`config.mk`:
```
export PLATFORM = sky130hd
export DESIGN_NAME = mem_stage_bus_ctrl
export DESIGN_NICKNAME = d
export VERILOG_FILES = /design/src/rtl/cpu_defs.sv /design/src/rtl/mem_data_ext.sv /design/src/rtl/mem_stage_bus_ctrl.sv
export SDC_FILE = /design/constraint.sdc
export NUM_CORES = 1
export LEC_CHECK = 0
export CAP_MARGIN = 20
export CORE_MARGIN = 8
export CORE_UTILIZATION = 48
export CTS_BUF_LIST = sky130_fd_sc_hd__clkbuf_4 sky130_fd_sc_hd__clkbuf_8
export DETAILED_ROUTE_END_ITERATION = 8
export HOLD_SLACK_MARGIN = 0.12
export PLACE_DENSITY_LB_ADDON = 0.3
export SLEW_MARGIN = 20
export SYNTH_ARGS = -nofsm -noshare
export SYNTH_HDL_FRONTEND = slang
export SYNTH_SLANG_ARGS = --single-unit
```
`constraint.sdc`:
```
create_clock -name clk -period 4.7 [get_ports clk]
set_input_delay 0.705 -clock clk [delete_from_list [all_inputs] [get_ports clk]]
set_output_delay 0.705 -clock clk [all_outputs]
set_load 0.05 [all_outputs]
```
`src/rtl/cpu_defs.sv`:
```
// rtl/cpu_defs.sv - shared opcodes, FSM encoding and byte-enable constants
// Purpose: common definitions for the M-stage data-memory bus controller.
// Ports: none (package).
package cpu_defs;

  // Load opcodes (instr[31:26])
  localparam logic [5:0] OP_LW  = 6'b100011;
  localparam logic [5:0] OP_LH  = 6'b100001;
  localparam logic [5:0] OP_LHU = 6'b100101;
  localparam logic [5:0] OP_LB  = 6'b100000;
  localparam logic [5:0] OP_LBU = 6'b100100;
  // Store opcodes
  localparam logic [5:0] OP_SW  = 6'b101011;
  localparam logic [5:0] OP_SH  = 6'b101001;
  localparam logic [5:0] OP_SB  = 6'b101000;

  // Byte-enable patterns
  localparam logic [3:0] BE_WORD    = 4'b1111;
  localparam logic [3:0] BE_LO_HALF = 4'b0011;
  localparam logic [3:0] BE_HI_HALF = 4'b1100;
  localparam logic [3:0] BE_BYTE0   = 4'b0001;

  typedef enum logic [1:0] {
    ST_IDLE = 2'd0,
    ST_WAIT = 2'd1,
    ST_HOLD = 2'd2
  } bus_state_t;

  // How the returned word is narrowed/extended
  typedef enum logic [2:0] {
    LK_W  = 3'd0,
    LK_H  = 3'd1,
    LK_HU = 3'd2,
    LK_B  = 3'd3,
    LK_BU = 3'd4
  } ld_kind_t;

endpackage

```
`src/rtl/mem_data_ext.sv`:
```
// rtl/mem_data_ext.sv - load data lane select and sign/zero extension
// Purpose: turn the raw bus read word into the architectural load result.
// Ports:
//   rdata   in  32  raw read word from the bus
//   addr_lo in  2   byte offset of the access
//   kind    in  3   load kind (ld_kind_t encoding)
//   data    out 32  extended load result
module mem_data_ext
  import cpu_defs::*;
(
  input  logic [31:0] rdata,
  input  logic [1:0]  addr_lo,
  input  logic [2:0]  kind,
  output logic [31:0] data
);

  logic [7:0]  byte_sel;
  logic [15:0] half_sel;

  always_comb begin
    byte_sel = 8'(rdata >> {addr_lo, 3'b000});
    half_sel = addr_lo[1] ? rdata[31:16] : rdata[15:0];
    case (kind)
      LK_B:    data = {{24{byte_sel[7]}}, byte_sel};
      LK_BU:   data = {24'h0, byte_sel};
      LK_H:    data = {{16{half_sel[15]}}, half_sel};
      LK_HU:   data = {16'h0, half_sel};
      default: data = rdata;
    endcase
  end

endmodule

```
`src/rtl/mem_stage_bus_ctrl.sv`:
```
// rtl/mem_stage_bus_ctrl.sv - M-stage data-memory bus controller with stall
// Purpose: decode the M-stage load/store, run a req/ready access on the DM bus,
// stall the pipeline until it completes, and return the extended load data.
// Ports:
//   clk, reset (async, active-low)
//   M_instr/M_ALUres/M_RD2  in  M-stage instruction, byte address, store data
//   pipe_adv                in  M stage advances at this edge
//   bus_req/bus_we/bus_addr/bus_byteen/bus_wdata  out  registered bus request
//   bus_ready/bus_rdata     in  responder completion and read word
//   mem_stall               out freeze the upstream pipeline
//   M_memdata/bus_err       out load result / timeout abort, valid in HOLD
//   exc_adel/exc_ades       out misaligned load/store (combinational)
module mem_stage_bus_ctrl
  import cpu_defs::*;
#(
  parameter int TIMEOUT = 255,
  parameter int CNT_W   = 8
) (
  input  logic        clk,
  input  logic        reset,
  input  logic [31:0] M_instr,
  input  logic [31:0] M_ALUres,
  input  logic [31:0] M_RD2,
  input  logic        pipe_adv,
  output logic        bus_req,
  output logic        bus_we,
  output logic [31:0] bus_addr,
  output logic [3:0]  bus_byteen,
  output logic [31:0] bus_wdata,
  input  logic        bus_ready,
  input  logic [31:0] bus_rdata,
  output logic        mem_stall,
  output logic [31:0] M_memdata,
  output logic        bus_err,
  output logic        exc_adel,
  output logic        exc_ades
);

  localparam logic [CNT_W-1:0] TO_LAST = CNT_W'((TIMEOUT > 0) ? TIMEOUT - 1 : 0);

  bus_state_t       state;
  logic [CNT_W-1:0] cnt;
  ld_kind_t         ld_kind, ld_kind_q;
  logic [1:0]       addr_lo_q;
  logic             is_load, is_store, is_word, is_half, misalign, mem_go;
  logic [3:0]       st_be;
  logic [31:0]      st_wdata, ext_data;
  logic [5:0]       opcode;
  logic             unused_instr;

  assign opcode       = M_instr[31:26];
  assign unused_instr = ^M_instr[25:0];

  always_comb begin
    is_load  = 1'b0;
    is_store = 1'b0;
    is_word  = 1'b0;
    is_half  = 1'b0;
    ld_kind  = LK_W;
    case (opcode)
      OP_LW:   begin is_load = 1'b1;  is_word = 1'b1; ld_kind = LK_W;  end
      OP_LH:   begin is_load = 1'b1;  is_half = 1'b1; ld_kind = LK_H;  end
      OP_LHU:  begin is_load = 1'b1;  is_half = 1'b1; ld_kind = LK_HU; end
      OP_LB:   begin is_load = 1'b1;  ld_kind = LK_B;  end
      OP_LBU:  begin is_load = 1'b1;  ld_kind = LK_BU; end
      OP_SW:   begin is_store = 1'b1; is_word = 1'b1; end
      OP_SH:   begin is_store = 1'b1; is_half = 1'b1; end
      OP_SB:   begin is_store = 1'b1; end
      default: ;
    endcase
  end

  assign misalign = (is_word & (|M_ALUres[1:0])) | (is_half & M_ALUres[0]);
  assign exc_adel = is_load & misalign;
  assign exc_ades = is_store & misalign;
  assign mem_go   = (is_load | is_store) & ~misalign;

  // Sub-word stores replicate the data across all lanes; byteen picks the lane.
  always_comb begin
    st_be    = BE_WORD;
    st_wdata = M_RD2;
    case (opcode)
      OP_SH: begin
        st_be    = M_ALUres[1] ? BE_HI_HALF : BE_LO_HALF;
        st_wdata = {2{M_RD2[15:0]}};
      end
      OP_SB: begin
        st_be    = BE_BYTE0 << M_ALUres[1:0];
        st_wdata = {4{M_RD2[7:0]}};
      end
      default: ;
    endcase
  end

  // Stall in IDLE comes straight from decode so the access costs no extra cycle.
  assign mem_stall = ((state == ST_IDLE) & mem_go) | (state == ST_WAIT);

  mem_data_ext u_ext (
    .rdata   (bus_rdata),
    .addr_lo (addr_lo_q),
    .kind    (ld_kind_q),
    .data    (ext_data)
  );

  always_ff @(posedge clk or negedge reset) begin
    if (!reset) begin
      state      <= ST_IDLE;
      cnt        <= '0;
      bus_req    <= 1'b0;
      bus_we     <= 1'b0;
      bus_addr   <= '0;
      bus_byteen <= '0;
      bus_wdata  <= '0;
      M_memdata  <= '0;
      bus_err    <= 1'b0;
      ld_kind_q  <= LK_W;
      addr_lo_q  <= '0;
    end else begin
      case (state)
        ST_IDLE: begin
          if (mem_go) begin
            bus_req    <= 1'b1;
            bus_we     <= is_store;
            bus_addr   <= {M_ALUres[31:2], 2'b00};
            bus_byteen <= st_be;
            bus_wdata  <= st_wdata;
            ld_kind_q  <= ld_kind;
            addr_lo_q  <= M_ALUres[1:0];
            cnt        <= '0;
            state      <= ST_WAIT;
          end
        end
        ST_WAIT: begin
          if (bus_ready) begin
            M_memdata <= ext_data;
            bus_err   <= 1'b0;
            bus_req   <= 1'b0;
            state     <= ST_HOLD;
          end else if ((TIMEOUT != 0) && (cnt == TO_LAST)) begin
            M_memdata <= '0;
            bus_err   <= 1'b1;
            bus_req   <= 1'b0;
            state     <= ST_HOLD;
          end else begin
            cnt <= cnt + 1'b1;
          end
        end
        ST_HOLD: begin
          // Without pipe_adv the same instruction is still in M; do not re-issue.
          if (pipe_adv) state <= ST_IDLE;
        end
        default: state <= ST_IDLE;
      endcase
    end
  end

endmodule

```
== Yosys cells after proc, flatten, opt, wreduce, memory -nomap -nowiden ==
Index checks and enable logic that the tools add are counted.
Storage, ports and cells
  RAM bits: 0
  bits in latches: 0
  output and inout bits: 106
  bits in read-only memories: 0
  bits in registers: 116
  memories kept: 0
  logic and storage cells: 84
  input bits: 132
Cells by class
  eq/ne operators: 20
  multiplexer cells: 27
  divide/modulo/power cells: 0
  magnitude comparators: 0
  bitwise logic cells: 10
  reductions and logical operators: 13
  multipliers: 0
  shift-type cells: 2
  add/sub/neg operators: 1
Operators by type and width (count)
  32-bit one-hot mux with 4 select lines: 1
  32-bit 2-to-1 mux: 2
  32-bit one-hot mux with 2 select lines: 1
  6-bit == test (second input constant): 8
  32-bit by 5-bit >> shifter with 8-bit output: 1
  8-bit 2-to-1 mux: 3
  16-bit 2-to-1 mux: 1
  8-bit one-hot mux with 2 select lines: 1
  3-bit one-hot mux with 4 select lines: 1
  1-bit 2-to-1 mux: 9
  8-bit by 1-bit adder with 8-bit output (second input constant): 1
  8-bit == test (second input constant): 1
  2-bit 2-to-1 mux: 4
  2-bit inequality test (second input constant): 4
  4-bit one-hot mux with 2 select lines: 1
  1-bit AND: 6
  3-bit by 2-bit == test with 1-bit output (second input constant): 2
  2-bit one-hot mux with 3 select lines: 1
  3-bit AND reduction: 2
  3-bit OR reduction: 2
  5-bit OR reduction: 1
  4-bit 2-to-1 mux: 1
  2-bit AND reduction: 2
  4-bit AND reduction: 1
  other kinds (12): 16

== Depth between registers and ports, before layout ==
Gate-level depths: netlist of the first run.
  depth in word-level cells: 9
  gate-level depth with buffers: 8
  depth with buffers taken out: 8

== Hierarchy ==
From an unflattened synthesis of the first run, not the netlist that was laid out.
Second synthesis, totals
  cells, all modules: 525
  area, all modules: 5994.5 sq um
By module, submodules not included
  mem_stage_bus_ctrl: area an instance 5053.6 sq um, times used 1, cells an instance 359, seq. area each 2902.8 sq um
  mem_data_ext: area an instance 940.9 sq um, times used 1, cells an instance 166, seq. area each 0.0 sq um

== Least setup slack after synthesis of the first run ==
OpenSTA, ideal clock, no wires.
  path kind: input to output
  start point: input M_instr[26]
  end point: output exc_adel
  stages: 6
  path buffers: 2
  arrival: 2.459 ns
  required time: 3.995 ns
  path slack: 1.536 ns
  cell sequence: buf_2 buf_2 nand3_1 nor2_1 nor2_1 nor3_1
On the way
  word-level cells in the longest chain between the ends: 6
  elaborated cells between the ends (all ways): 17
  classes of those cells: eq/ne (7); mux (3); bitwise (4); reduce/logical (3)
RTL lines
  start: declaration: RTL line mem_stage_bus_ctrl.sv:21  | input logic [31:0] M_instr,
  6-bit == test: RTL line mem_stage_bus_ctrl.sv:60  | case (opcode)
  3-bit OR reduction (no line) or 2-bit OR reduction (tied branches)
  1-bit 2-to-1 mux: RTL line mem_stage_bus_ctrl.sv:60
  1-bit AND: RTL line mem_stage_bus_ctrl.sv:73  | assign misalign = (is_word & (|M_ALUres[1:0])) | (is_half & M_ALUres[0]);
  1-bit OR: RTL line mem_stage_bus_ctrl.sv:73
  1-bit AND (*): RTL line mem_stage_bus_ctrl.sv:74  | assign exc_adel = is_load & misalign;
  end: declaration: RTL line mem_stage_bus_ctrl.sv:35  | output logic exc_adel,
Every way passes the cells marked *; elsewhere a longest branch is shown, timed or not.

== Worst setup path in the final report of the first run ==
  start point: input M_instr[26]
  end point: output exc_ades
On the way
  word-level cells in the longest chain between the ends: 6
  elaborated cells between the ends (all ways): 16
  classes of those cells: eq/ne (6); mux (3); bitwise (4); reduce/logical (3)
RTL lines
  6-bit == test: RTL line mem_stage_bus_ctrl.sv:60
  3-bit OR reduction (no line) or 2-bit OR reduction (tied branches)
  1-bit 2-to-1 mux: RTL line mem_stage_bus_ctrl.sv:60
  1-bit AND: RTL line mem_stage_bus_ctrl.sv:73
  1-bit OR: RTL line mem_stage_bus_ctrl.sv:73
  1-bit AND (*): RTL line mem_stage_bus_ctrl.sv:75  | assign exc_ades = is_store & misalign;
  end: declaration: RTL line mem_stage_bus_ctrl.sv:36  | output logic exc_ades
Marks and branches as above.

==> impl_metrics.env, run 1 <==
export IMPL_async_flop_share_pct=100
export IMPL_wl_um=19300
export IMPL_vias_per_cell=5.65
export IMPL_cts_buffers=17
export IMPL_diodes=0
export IMPL_path_common_cell="clkdlybuf4s50_1"
export IMPL_cp_cell_sequence="clkdlybuf4s50_1, buf_4, inv_1, a21oi_1, nand2_1, nor2_1, clkdlybuf4s50_1"
export IMPL_status="complete, no violations"
export IMPL_antenna_found_initial=0
export IMPL_final_hold_viol_count=0
export IMPL_die_w_um=127
export IMPL_drt_iter0_drc=454
export IMPL_rsz0062_at_grt="no"
export IMPL_slew_viol_final=0
export IMPL_dpl_hpwl_um=14200
export IMPL_synth_ff_latch_count=116
export IMPL_critPathBufInv=4
export IMPL_hp_class="register to register"
export IMPL_drive_above_1_share_pct=6.19
export IMPL_cp_end_kind="output port"
export IMPL_grt_max_degree=96
export IMPL_ys_seq_area_share_pct=49.2
export IMPL_p_sw_uw=2170
export IMPL_ys_flop_type="dfrtp_1"
export IMPL_clk_latency_ns=0.45
export IMPL_ir_worst_vdd_mv=0.380
export IMPL_final_cells=1020
export IMPL_dieArea_mm2=0.0161
export IMPL_fin_util_pct=70.5
export IMPL_final_nets=994
export IMPL_yosysUniqueCellTypes=58
export IMPL_yosysTopAreaCell="dfrtp_1"
export IMPL_track_usage_pct=24.0
export IMPL_cts_buffer_depth=2
export IMPL_grt_overflow_total=0
export IMPL_via_count=5764
export IMPL_port_buffers=209
export IMPL_p_total_uw=4890
export IMPL_leakage_uw=0.00374
export IMPL_route_detailed_drc=0
export IMPL_start_util_pct=49.1
export IMPL_fin_crit_sh_pct=77.8
export IMPL_intPower_uw=2720
export IMPL_tns_ns=0
export IMPL_setup_viol=0
export IMPL_dr_pass1_iters=6
export IMPL_ios=238
export IMPL_core_rowCount=40
export IMPL_first_global_vias=5867
export IMPL_crit_type="input port to output port"
export IMPL_cpPeakStageDelay_ns=0.85
export IMPL_cts_root_buf="clkbuf_8"
export IMPL_syn_area_per_cell_um2=8.77
export IMPL_grt_pass1_wl_um=30600
export IMPL_critPathRequiredTime_ns=3.99
export IMPL_clk_pin_slew_ns=0.07
export IMPL_synth_common_cells="nand2_1 (197), dfrtp_1 (116), o21ai_1 (40), o21ai_0 (38), a21oi_1 (33)"
export IMPL_p_per_area_mw_per_mm2=578
export IMPL_path_max_fanout=10
export IMPL_start_kind="input port"
export IMPL_cts_tree="built"
export IMPL_netlist_area_leader_share_pct=49.2
export IMPL_core_area_mm2=0.0120
export IMPL_cts_sinks=116
export IMPL_crit_family="buffers and inverters"
export IMPL_syn_instance_count=672
export IMPL_switching_share_pct=44.3
export IMPL_synth_area_leaders="dfrtp_1 (49%), nand2_1 (13%), mux2i_1 (4.4%), o21ai_1 (3.4%), o21ai_0 (3.2%)"
export IMPL_arrival_ns=2.95
export IMPL_synth_edff_count=0
export IMPL_yosysWarningCount=0
export IMPL_gp_congestion=0.902
export IMPL_wl_per_cell_um=18.9
export IMPL_htree_levels=4
export IMPL_cap_violations=0
export IMPL_ant_nets=0
export IMPL_slowest_stage="clkdlybuf4s50_1"
export IMPL_p_seq_share_pct=31.9
export IMPL_fmax_mhz=274
export IMPL_post_cts_resized=0
export IMPL_chipHeight_um=127
export IMPL_areaGrowthSynthToFinish_pct=43.6
export IMPL_p_clk_share_pct=21.4
export IMPL_dp_cells=987
export IMPL_worst_pin_slew_ns=1.01
export IMPL_netlist_area_mm2=0.00590
export IMPL_synth_most_common_cell="nand2_1"
export IMPL_fill_cells=923
export IMPL_combinationalPowerShare_pct=46.7
export IMPL_layout_min_cycle_time_ns=3.66
export IMPL_relSlewSlack_pct=32.7
export IMPL_fin_worst_skew_ns=0.00931
==> worst min-delay path: cells and delay by family (launching register included) <==
kind / cells / cell delay (ns)
AND/OR/NAND/NOR: 2 / 0.10
flip-flops: 1 / 0.34
==> stage by stage <==
| step | setup WS (ns) | cell area (um2) | hold slack, ns |
|---|---|---|---|
| after detailed placement | 1.06 | 8000 | 0.462 |
| after global placement | 1.10 | 8000 | 0.457 |
| after floorplan | 1.54 | 5900 | 0.409 |
| after CTS | 1.05 | 8460 | 0.479 |
| final | 1.04 | 8470 | 0.475 |
| after global routing | 0.930 | 8470 | 0.496 |
==> path summary, 6_finish.rpt <==
check	start	cells after the start	end	slack, ns
max reg2reg	addr_lo_q[1]	4	M_memdata[18]	2.18
min in group asynchronous	reset	2	M_memdata[2]	0.67
min	bus_addr[19]	2	bus_addr[19]	0.47
min reg2reg	bus_addr[19]	2	bus_addr[19]	0.47
max	M_instr[26]	7	exc_ades	1.04
max in group asynchronous	reset	3	ld_kind_q[2]	3.07
==> state kept, by name, indices dropped and copies added, names as in the netlist, 2 cells and up <==
register    count
bus_wdata      32
ld_kind_q       3
cnt             8
bus_byteen      4
addr_lo_q       2
bus_addr       30
state           2
M_memdata      32
==> power by group through the flow <==
stage	Clock (uW)	Combinational, uW	Sequential [uW]
4_1_cts	1060	2310	1560
5_1_grt	1100	2400	1600
3_5_place_dp	0	2300	1570
3_3_place_gp	0	2260	1550
6_report	1050	2290	1560
2_1_floorplan	0	457	2520
==> repair_timing <==
| item | CTS | global route |
|---|---|---|
| hold buffers | 1 | 0 |
| hold endpoints to repair | 10 | 0 |
| setup buffers | 0 | 0 |
==> cell families after synthesis <==
group / share of synthesized area (%)
muxes: 4.80
and+or+nand+nor: 20.0
other: 0.0636
buffers and inverters: 4.73
AOI/OAI and AO/OA: 20.3
xor gates and xnor gates: 0.446
adders and majority gates: 0.424
DFF: 49.2
==> layer usage <==
layer | up-vias | routed length [um] | track usage, %
li1 | 2693 | - | -
met1 | 2703 | 7330 | 26.4
met2 | 308 | 9120 | 38.6
met3 | 60 | 2270 | 11.0
met4 | 0 | 602 | 11.7
met5 | - | 0 | 0
==> cells in the final DEF, fill, tap and decap left out, types with 2 or more instances in the layout <==
cell type        count
clkdlybuf4s50_1    207
nor3_1              11
and2b_1              2
o2bb2ai_1            5
dfrtp_1            115
inv_1                7
xor2_1               2
nand2_1            196
clkinv_2             3
clkbuf_8            20
conb_1               2
o31ai_1              3
clkinvlp_4           2
mux2i_1             26
nor2_1              28
o21bai_1             2
buf_4                7
a22o_1               9
nor2b_1              8
and2_1               2
o21ai_0             38
o21ai_1             40
a21o_1               9
nand3_1             10
a21oi_1             33
clkbuf_4             3
a31oi_1              6
ha_1                 2
a211o_1              8
a22oi_1             12
or2_1                2
nand3b_1             2
nand2b_1             5
bufinv_16            4
o211ai_1            13
==> final cells by class <==
| type | instances | area, um2 | share of cell area, % |
|---|---|---|---|
| repair buffers | 216 | 2150 | 25.5 |
| multi-input cells | 501 | 2750 | 32.4 |
| inverters | 8 | 30.0 | 0.355 |
| clock inverters | 9 | 150 | 1.77 |
| flip-flops and latches | 116 | 2900 | 34.3 |
| clock buffers | 23 | 298 | 3.52 |
| well taps | 147 | 184 | 2.17 |
Power figures use the tool's default switching activity.
==> run 2: changes to the inputs <==
--- a/config.mk
+++ b/config.mk
@@ -7,7 +7,7 @@
 export LEC_CHECK = 0
 export CAP_MARGIN = 20
 export CORE_MARGIN = 8
-export CORE_UTILIZATION = 48
+export CORE_UTILIZATION = 45
 export CTS_BUF_LIST = sky130_fd_sc_hd__clkbuf_4 sky130_fd_sc_hd__clkbuf_8
 export DETAILED_ROUTE_END_ITERATION = 8
 export HOLD_SLACK_MARGIN = 0.12
==> constraint.sdc (replaced) <==
create_clock -name clk -period 3.6 [get_ports clk]
set_input_delay 0.54 -clock clk [delete_from_list [all_inputs] [get_ports clk]]
set_output_delay 0.54 -clock clk [all_outputs]
set_load 0.05 [all_outputs]
==> run 2 against run 1 <==
Compared with the run above: sequential share of layout area down 0.24 points; global-route usage down 1.4 points; design area up 0.65%; die area up 5.8%; worst hold slack worse by 0.22 ns; worst setup slack worse by 0.39 ns; first-iteration DRC count down 8.8%; clock skew down 0.00091 ns; largest power group unchanged; wire length down 1.5%; total power up 28%.
==> impl_metrics.env, run 2 (synthesis results as in run 1) <==
export IMPL_layout_min_cycle_time_ns=2.94
export IMPL_placed_area_mm2=0.00811
export IMPL_clk_latency_ns=0.44
export IMPL_cts_tree="built"
export IMPL_final_hold_viol_count=0
export IMPL_post_cts_setup_buffers=0
export IMPL_ios=238
export IMPL_wl_um=19000
export IMPL_p_sw_uw=2810
export IMPL_p_clk_share_pct=19.7
export IMPL_ant_nets=0
export IMPL_tns_ns=0
export IMPL_htree_levels=4
export IMPL_fill_cells=1099
export IMPL_fmax_mhz=340
export IMPL_status="complete, no violations"
export IMPL_setup_viol=0
export IMPL_dpl_hpwl_um=14000
export IMPL_arrival_ns=2.40
export IMPL_diodes=0
export IMPL_cap_violations=0
export IMPL_die_w_um=130
export IMPL_cts_sinks=116
export IMPL_mostFrequentLayoutCells="clkdlybuf4s50_1 (205), nand2_1 (197), dfrtp_1 (116)"
export IMPL_grt_overflow_total=0
export IMPL_clk_pin_slew_ns=0.07
export IMPL_relSlewSlack_pct=36.8
export IMPL_cts_root_buf="clkbuf_8"
export IMPL_final_common_cell="clkdlybuf4s50_1"
export IMPL_fin_area_mm2=0.00852
export IMPL_cp_cell_sequence="clkdlybuf4s50_1, buf_4, nand3_1, nor2_1, nor2_1, nor3_1, buf_12"
export IMPL_worst_pin_slew_ns=0.948
export IMPL_core_area_mm2=0.0130
export IMPL_hp_class="input port to async pin"
export IMPL_fin_crit_sh_pct=81.7
export IMPL_path_common_cell="nor2_1"
export IMPL_dieArea_mm2=0.0170
export IMPL_path_max_fanout=11
export IMPL_holdBufCountCts=0
export IMPL_first_global_vias=5909
export IMPL_core_rowCount=42
export IMPL_port_buffers=209
export IMPL_dr_pass1_iters=5
export IMPL_reg_largest_list="M_memdata: 32 flops, bus_wdata: 32 flops, bus_addr: 30 flops"
export IMPL_route_detailed_drc=0
export IMPL_track_usage_pct=22.6
export IMPL_slew_viol_final=0
export IMPL_post_cts_resized=0
export IMPL_vias_per_cell=5.52
export IMPL_gp_congestion=0.907
export IMPL_intPower_uw=3450
export IMPL_ir_worst_vdd_mv=0.425
export IMPL_grt_max_degree=96
export IMPL_p_per_area_mw_per_mm2=735
export IMPL_cts_buffer_depth=2
export IMPL_cpPeakStageDelay_ns=0.71
export IMPL_cts_buffers=17
export IMPL_fin_worst_skew_ns=0.00840
export IMPL_rsz0062_at_grt="no"
export IMPL_p_seq_share_pct=32.0
export IMPL_switching_share_pct=44.9
export IMPL_start_kind="input port"
export IMPL_drive_above_1_share_pct=6.41
export IMPL_areaGrowthSynthToFinish_pct=44.5
export IMPL_final_nets=996
export IMPL_antenna_found_initial=1
export IMPL_drt_iter0_drc=414
export IMPL_slowest_stage="clkdlybuf4s50_1"
export IMPL_leakage_uw=0.00375
export IMPL_chipHeight_um=130
export IMPL_combinationalPowerShare_pct=48.2
export IMPL_start_util_pct=45.2
export IMPL_via_count=5793
export IMPL_grt_pass1_wl_um=29800
export IMPL_cp_end_kind="output port"
export IMPL_critPathRequiredTime_ns=3.06
export IMPL_crit_type="input port to output port"
export IMPL_wl_per_cell_um=18.1
run 2: cell types whose count changed in the layout (fill, tap and decap cells not counted), moves of 2 or more:
| cell | change |
|---|---|
| clkdlybuf4s50_1 | -2 |
| bufinv_16 | -2 |
| clkbuf_8 | +3 |
| buf_12 | +3 |
| buf_4 | +2 |
| clkbuf_4 | -3 |
run 2: power by group through the flow:
stage / registers, uW / logic (uW) / clock network, uW
floorplan: 3290 / 597 / 0
global placement: 2000 / 2990 / 0
detailed placement: 2020 / 3030 / 0
CTS: 2000 / 3040 / 1260
global route: 2060 / 3180 / 1320
finish: 2000 / 3020 / 1240
run 2: area by class of cell:
cell class                      count  area, um2  area share, %
Sequential cell                   116       2900           34.1
Multi-Input combinational cell    501       2750           32.3
Timing Repair Buffer              218       2200           25.8
Clock buffer                       23        317           3.72
Tap cell                          176        220           2.58
Clock inverter                      8       97.6           1.15
Inverter                            8       30.0          0.352
run 2: layer usage:
metal  vias to the layer above  track usage (%)  routed length, um
met5                         -                0                 13
met1                      2776             24.2               7070
li1                       2691                -                  -
met3                        48             12.1               2460
met4                         2             10.1                595
met2                       276             36.3               8880
run 2: critical path, delay by kind of cell:
kind	cells	cell delay (ns)
buf+inv	3	1.21
simple gates	4	0.64
run 2: through the flow:
stage | cells | setup WS, ns | util, % | total power (uW) | hold slack (ns)
final | 1050 | 0.658 | 65.4 | 6260 | 0.256
after CTS | 1050 | 0.651 | 65.4 | 6310 | 0.271
after detailed placement | 1019 | 0.594 | 62.2 | 5050 | 0.462
after global routing | 1050 | 0.570 | 65.4 | 6560 | 0.320
after floorplan | 673 | 0.766 | - | 3890 | 0.244
after global placement | 1019 | 0.668 | 62.1 | 4990 | 0.456
run 2: path summary, 6_finish.rpt:
check                      slack, ns       endpoint  depth (start not counted)    startpoint
max in group asynchronous       2.49  bus_byteen[2]                          2         reset
min in group clk                0.47   bus_addr[20]                          2  bus_addr[20]
min                             0.26         cnt[5]                          1         reset
max                             0.66       exc_adel                          7   M_instr[26]
max reg2reg                     1.18   M_memdata[6]                          5  ld_kind_q[0]
min reg2reg                     0.47   bus_addr[20]                          2  bus_addr[20]
